**src/rtl/mu_charge_arbiter.sv**
```systemverilog
// rtl/mu_charge_arbiter.sv - round-robin arbiter feeding the shared saturating mu-cost accumulator
module mu_charge_arbiter #(
   parameter  int NUM_REQ = 4,
   parameter  int COST_W  = 8,
   parameter  int MU_W    = 32,
   parameter  int CNT_W   = 16,
   localparam int ID_W    = $clog2(NUM_REQ)
) (
   input  logic                      clk,
   input  logic                      rst,
   input  logic [NUM_REQ-1:0]        req_valid,
   input  logic [NUM_REQ*COST_W-1:0] req_cost,
   output logic [NUM_REQ-1:0]        req_ready,
   input  logic                      clear_mu,
   output logic [MU_W-1:0]           mu_total,
   output logic                      commit_valid,
   output logic [ID_W-1:0]           commit_id,
   output logic [CNT_W-1:0]          commit_count,
   output logic                      overflow,
   output logic                      busy
);

   typedef enum logic [1:0] {S_IDLE, S_GRANT, S_COMMIT} state_t;

   state_t            state, state_nxt;
   logic [ID_W-1:0]   rr_ptr, id_q, win_id, ptr_nxt;
   logic [COST_W-1:0] cost_q, win_cost;
   logic              win_found;
   logic [ID_W:0]     idx;
   logic [MU_W:0]     base, sum;

   // First valid requester at or after rr_ptr, wrapping modulo NUM_REQ.
   always_comb begin
      win_found = 1'b0;
      win_id    = '0;
      idx       = '0;
      for (int k = 0; k < NUM_REQ; k++) begin
         idx = {1'b0, rr_ptr} + (ID_W+1)'(k);
         if (idx >= (ID_W+1)'(NUM_REQ))
            idx = idx - (ID_W+1)'(NUM_REQ);
         if (!win_found && req_valid[idx[ID_W-1:0]]) begin
            win_found = 1'b1;
            win_id    = idx[ID_W-1:0];
         end
      end
   end

   always_comb begin
      win_cost = '0;
      for (int k = 0; k < NUM_REQ; k++) begin
         if (win_id == ID_W'(k))
            win_cost = req_cost[k*COST_W +: COST_W];
      end
   end

   assign ptr_nxt = (win_id == ID_W'(NUM_REQ-1)) ? '0 : win_id + 1'b1;

   // A clear coinciding with the update is applied before the add.
   assign base = clear_mu ? '0 : {1'b0, mu_total};
   assign sum  = base + {{(MU_W+1-COST_W){1'b0}}, cost_q};

   always_ff @(posedge clk or posedge rst) begin
      if (rst)
         state <= S_IDLE;
      else
         state <= state_nxt;
   end

   always_comb begin
      state_nxt = state;
      case (state)
         S_IDLE:   if (win_found) state_nxt = S_GRANT;
         S_GRANT:  state_nxt = S_COMMIT;
         S_COMMIT: state_nxt = S_IDLE;
         default:  state_nxt = S_IDLE;
      endcase
   end

   assign req_ready    = (state == S_GRANT) ? (NUM_REQ'(1) << id_q) : '0;
   assign commit_valid = (state == S_COMMIT);
   assign busy         = (state != S_IDLE);

   always_ff @(posedge clk or posedge rst) begin
      if (rst) begin
         rr_ptr       <= '0;
         id_q         <= '0;
         cost_q       <= '0;
         mu_total     <= '0;
         overflow     <= 1'b0;
         commit_id    <= '0;
         commit_count <= '0;
      end else begin
         if (state == S_IDLE && win_found) begin
            id_q   <= win_id;
            cost_q <= win_cost;
            rr_ptr <= ptr_nxt;
         end
         if (state == S_GRANT) begin
            commit_count <= commit_count + 1'b1;
            commit_id    <= id_q;
            if (sum[MU_W]) begin
               mu_total <= '1;
               overflow <= 1'b1;
            end else begin
               mu_total <= sum[MU_W-1:0];
               if (clear_mu)
                  overflow <= 1'b0;
            end
         end else if (clear_mu) begin
            mu_total <= '0;
            overflow <= 1'b0;
         end
      end
   end

endmodule

```
**config.mk**
```make
export PLATFORM = sky130hd
export DESIGN_NAME = mu_charge_arbiter
export DESIGN_NICKNAME = d
export VERILOG_FILES = /design/src/rtl/mu_charge_arbiter.sv
export SDC_FILE = /design/constraint.sdc
export NUM_CORES = 1
export LEC_CHECK = 0
export ABC_CLOCK_PERIOD_IN_PS = 4180
export CORE_MARGIN = 8
export CORE_UTILIZATION = 53
export CTS_CLUSTER_SIZE = 12
export DETAILED_ROUTE_END_ITERATION = 8
export PLACE_DENSITY = 0.86
export SKIP_LAST_GASP = 1
export SLEW_MARGIN = 20
export SYNTH_ARGS = -nofsm -noshare
export SYNTH_HDL_FRONTEND = slang
export SYNTH_SLANG_ARGS = --single-unit
```
**constraint.sdc**
```tcl
create_clock -name clk -period 4.18 [get_ports clk]
set_input_delay 0.836 -clock clk [delete_from_list [all_inputs] [get_ports clk]]
set_output_delay 0.836 -clock clk [all_outputs]
set_load 0.03 [all_outputs]
```
# [After elaboration in Yosys (flattened, before gate mapping)]
# Index checks and enable logic that the tools add are counted.
[totals] wordCells=79 inputBits=39 register_bits=65
[op_classes] n_eq_ne=6 shifts=1 mux=35 n_addsub=10 reduce_logical=11 order_cmp=8
[op_table] operator="32-bit two-way mux" n=4
[op_table] operator="32-bit by 8-bit adder with 33-bit output" n=1
[op_table] operator="8-bit two-way mux" n=4
[op_table] operator="2-bit two-way mux" n=10
[op_table] operator="16-bit by 1-bit adder with 16-bit output (second input constant)" n=1
[op_table] operator="2-bit by 3-bit < comparator with 1-bit output (second input constant)" n=4
[op_table] operator="1-bit two-way mux" n=11
[op_table] operator="3-bit >= comparator (second input constant)" n=3
[op_table] operator="1-bit binary-select mux with 2-bit select" n=4
[op_table] operator="2-bit by 1-bit subtractor with 2-bit output (second input constant)" n=4
[op_table] operator="2-bit by 2-bit adder with 3-bit output (second input constant)" n=2
[op_table] operator="2-bit equality test (second input constant)" n=3
[op_table] operator="2-bit by 1-bit equality test with 1-bit output (second input constant)" n=2
[op_table] operator="1-bit logical AND" n=4
[op_table] operator="2-bit logical NOT" n=2
[op_table] operator="4-bit two-way mux" n=1
[op_table] operator="2-bit one-hot mux with 2 select lines" n=1
[op_table] operator="2-bit nonzero test" n=2
[op_table] operator="1-bit by 2-bit << shifter with 4-bit output (first input constant)" n=1
[op_table] operator="2-bit by 1-bit adder with 3-bit output (second input constant)" n=1
[op_table] operator="2-bit by 3-bit >= comparator with 1-bit output (second input constant)" n=1
[op_table] operator="1-bit logical NOT" n=3
[op_table] operator="2-bit by 1-bit adder with 2-bit output (second input constant)" n=1
[op_table] operator="2-bit inequality test (second input constant)" n=1

# [Logic depth before layout (Yosys ltp)]
[depth] word_depth=19 depth_mapped=14 depth_no_buf=13

# [Worst setup path after synthesis]
# No wires, ideal clock.
[synth_timing] path_type="in2reg" start="input port clear_mu" end="register mu_total[2]" n_path_buf=3 cell_stages=11 path_slack_ns=0.884 setup_time_ns=0.121 required_time_ns=4.059 arrival_ns=3.175 path_cell_list="clkbuf_1 -> clkbuf_1 -> nor2b_1 -> ha_1 -> fa_1 -> a21o_1 -> a221oi_2 -> o21ai_1 -> buf_2 -> a41o_1 -> o22a_1"
[synth_between] elab_chain_len=4 word_cells_on_any_way=5 cone_classes="1 x add/sub; 3 x mux; 1 x reduce/logical"
[synth_lines] item="from (decl)" line="14" text="input logic clear_mu,"
[synth_lines] item="32-bit two-way mux" line="59" text="assign base = clear_mu ? '0 : {1'b0, mu_total};"
[synth_lines] item="32-bit by 8-bit adder with 33-bit output" line="60" text="assign sum = base + {{(MU_W+1-COST_W){1'b0}}, cost_q};"
[synth_lines] item="32-bit two-way mux" line="101" text="if (sum[MU_W]) begin"
[synth_lines] item="32-bit two-way mux" line="98" text="if (state == S_GRANT) begin"
[synth_lines] item="to (signal assigned)" line="105" text="mu_total <= sum[MU_W-1:0];"
[synth_lines] item="to (decl)" line="15" text="output logic [MU_W-1:0] mu_total,"
# Several ways; a longest one is shown, not always the timed one.
# A chain may end at the register's enable or synchronous reset.

# [Worst setup path after layout]
[layout_timing] start="input port clear_mu" end="register mu_total[31]"
# Same word-level chain as after synthesis.

==> impl_metrics.yaml <==
place:
  post-place-cells: 607
  io_buffers: 95
  placed_area_sq_um: 4820
  place_ws_ns: -0.1085
  dp_hpwl_microns: 7054
  place_congestion: 0.8928
cells_and_area:
  final_area_sq_um: 5016
  mostFrequentLayoutCell: "clkdlybuf4s50_1"
  diodes: 0
  nets: 572
  final_cells: 623
  syn_to_final_growth_pct: 32.22
  drive_gt1_share_pct: 6.679
  mostFrequentLayoutCells: "clkdlybuf4s50_1 (95), dfrtp_1 (65), nand2_1 (60)"
  n_fill_cell: 534
floorplanning:
  initial_core_util_pct: 53.45
  dieArea_sq_um: 10120
  die_h_microns: 100.6
  num_rows: 31
  core_sq_um: 7098
  die_w_microns: 100.6
  io_pins: 96
setup_path:
  critical_path_class: "input port to register"
  startpoint_type: "input port"
  required_ns: 4.45
  critPathArrivalTime_ns: 3.98
  crit_path_end_kind: "register"
  cp_max_fo: 28
  worst-r2r-setup-slack_ns: 1.28
grt:
  antenna_found_initial: 0
  grtUsageTotal_pct: 18.47
  grt_overflow_total: 0
  grt_max_degree: 54
  grt_first_pass_wirelength_microns: 15170
  grt_pass1_vias: 3383
cts:
  cts_resized: 0
  cts-root-buf: "clkbuf_8"
  htree_levels: 3
  clock_latency_ns: 0.35
  tritoncts: "built"
  holdBufCountCts: 0
  cts-buffers-inserted: 9
  cts_sinks: 65
  clkTransAtPathRegs_ns: 0.08
  post_cts_buffers: 0
  clock_path_buffers: 2
routing:
  dr.pass1.iters: 4
  wl_per_cell_microns: 14.96
  vias_per_cell: 5.454
  num_vias: 3398
  drc: 0
  drtIter0Drc: 168
  routed_wl_microns: 9322
  ant_nets: 0
sta:
  maxSlewHeadroom_pct: 37.25
  period_needed_ns: 3.714
  setup_violations: 0
  final_hold_viol_count: 0
  rsz0062_at_grt: "no"
  drv_slew: 0
  fin_ws_ns: 0.4657
  max_freq_mhz: 269.2
  skew_ns: 0.009169
  fin_crit_sh_pct: 88.86
  tightest_slew_ns: 0.9349
logic_synthesis:
  syn_inst: 429
  yosys.area.top_type_share_pct: 42.88
  ys_seq_area_share_pct: 42.88
  yosys_warnings: 0
  ys_ff_latch: 65
  avgSynthCellArea_sq_um: 8.843
  synth_largest_area_cell: "dfrtp_1"
  async_reset_ff_share_pct: 100.0
  synth_area_leaders: "dfrtp_1 (43%), xnor2_1 (7.6%), nand2_1 (5.9%)"
  synth_edf_count: 0
  synth.distinct_cells: 52
  syn_nets: 482
  synthFlopType: "dfrtp_1"
  syn-cell-area_sq_um: 3794
power:
  swShare_pct: 40.54
  clock_power_share_pct: 20.6
  intPower_mw: 1.498
  power_mw: 2.519
  power.density_nw_per_um2: 502.3
  combPwrFrac_pct: 44.8
  ir_drop_mv: 0.3521
  p_seq_share_pct: 34.6
  leakage_nw: 2.162
  p_sw_mw: 1.021
min_path:
  hold_class: "register to register"
outcome:
  outcome: "complete, no violations"
job:
  cap_viol_max_count: 0
registers in the layout, indices dropped and copies added (netlist names):
signal and cells:
commit_count 16, commit_id 2, cost_q 8, id_q 2, mu_total 32, overflow 1, rr_ptr 2, state 2
cells in the mapped netlist (9+ instances only):
cell	instances
nand3b_1	11
clkbuf_1	15
a21oi_1	32
nand2b_1	10
xnor2_1	33
nor2_1	26
nor3_1	12
nand2_1	60
nand3_1	22
dfrtp_1	65
xor2_1	9
nand4_1	11
ha_1	13
inv_1	12
nor2b_1	11
o21ai_0	25
worst max-delay path, cell delays in order:
cell and delay, ns:
clkdlybuf4s50_1 0.62, nor2b_1 0.26, ha_1 0.24, fa_1 0.23, a21o_1 0.16, a221oi_2 0.09
o21ai_1 0.75, nand4_4 0.53, a31oi_1 0.27
power groups by stage:
stage / clock (mW) / combinational, mW / sequential (mW)
after CTS: 0.521 / 1.14 / 0.871
after global routing: 0.545 / 1.24 / 0.892
after global placement: 0 / 1.10 / 0.876
final: 0.519 / 1.13 / 0.870
after floorplan: 0 / 0.678 / 0.980
after detailed placement: 0 / 1.14 / 0.881
layer usage:
| layer | up-vias | share of wire, % | track usage (%) |
|---|---|---|---|
| met5 | - | 0 | 0 |
| met4 | 0 | 2.1 | 7.326 |
| met3 | 24 | 7.7 | 6.354 |
| met2 | 119 | 48 | 30.51 |
| met1 | 1588 | 42 | 21.40 |
| li1 | 1667 | - | - |
metrics by stage:
step | utilization (%) | setup TNS (ns) | hold WS, ns
2_1_floorplan | - | 0 | 0.4563
3_3_place_gp | 67.90 | 0 | 0.4584
6_report | 70.67 | 0 | 0.4812
4_1_cts | 70.53 | 0 | 0.4855
5_1_grt | 70.67 | 0 | 0.5161
3_5_place_dp | 67.90 | -0.8256 | 0.4666
area by class of cell:
| type | count | area [sq um] | area share (%) |
|---|---|---|---|
| clock buffers | 10 | 127.6 | 2.544 |
| clock inverters | 6 | 58.81 | 1.172 |
| inverters | 13 | 50.05 | 0.9978 |
| multi-input cells | 331 | 2048 | 40.83 |
| flip-flops and latches | 65 | 1627 | 32.43 |
| well taps | 99 | 123.9 | 2.469 |
| repair buffers | 99 | 980.9 | 19.56 |
logic make-up (layout without fill, tap and decap cells):
family | after synthesis | count (layout) | synth area share (%)
muxes | 2 | 2 | 0.5607
DFF | 65 | 65 | 42.88
AOI/OAI and AO/OA | 80 | 80 | 12.53
and+or+nand+nor | 193 | 193 | 26.15
buffers and inverters | 33 | 128 | 3.364
adders and majority gates | 14 | 14 | 4.815
xor gates and xnor gates | 42 | 42 | 9.697
final timing paths:
| kind | depth (start not counted) | end | start |
|---|---|---|---|
| max | 9 | mu_total[31] | clear_mu |
| min | 2 | commit_id[0] | commit_id[0] |
| max reg2reg | 7 | mu_total[31] | mu_total[4] |
| min reg2reg | 2 | commit_id[0] | commit_id[0] |
| max in group asynchronous | 3 | mu_total[17] | rst |
| min in group asynchronous | 2 | id_q[0] | rst |
Power figures use the tool's default switching activity.
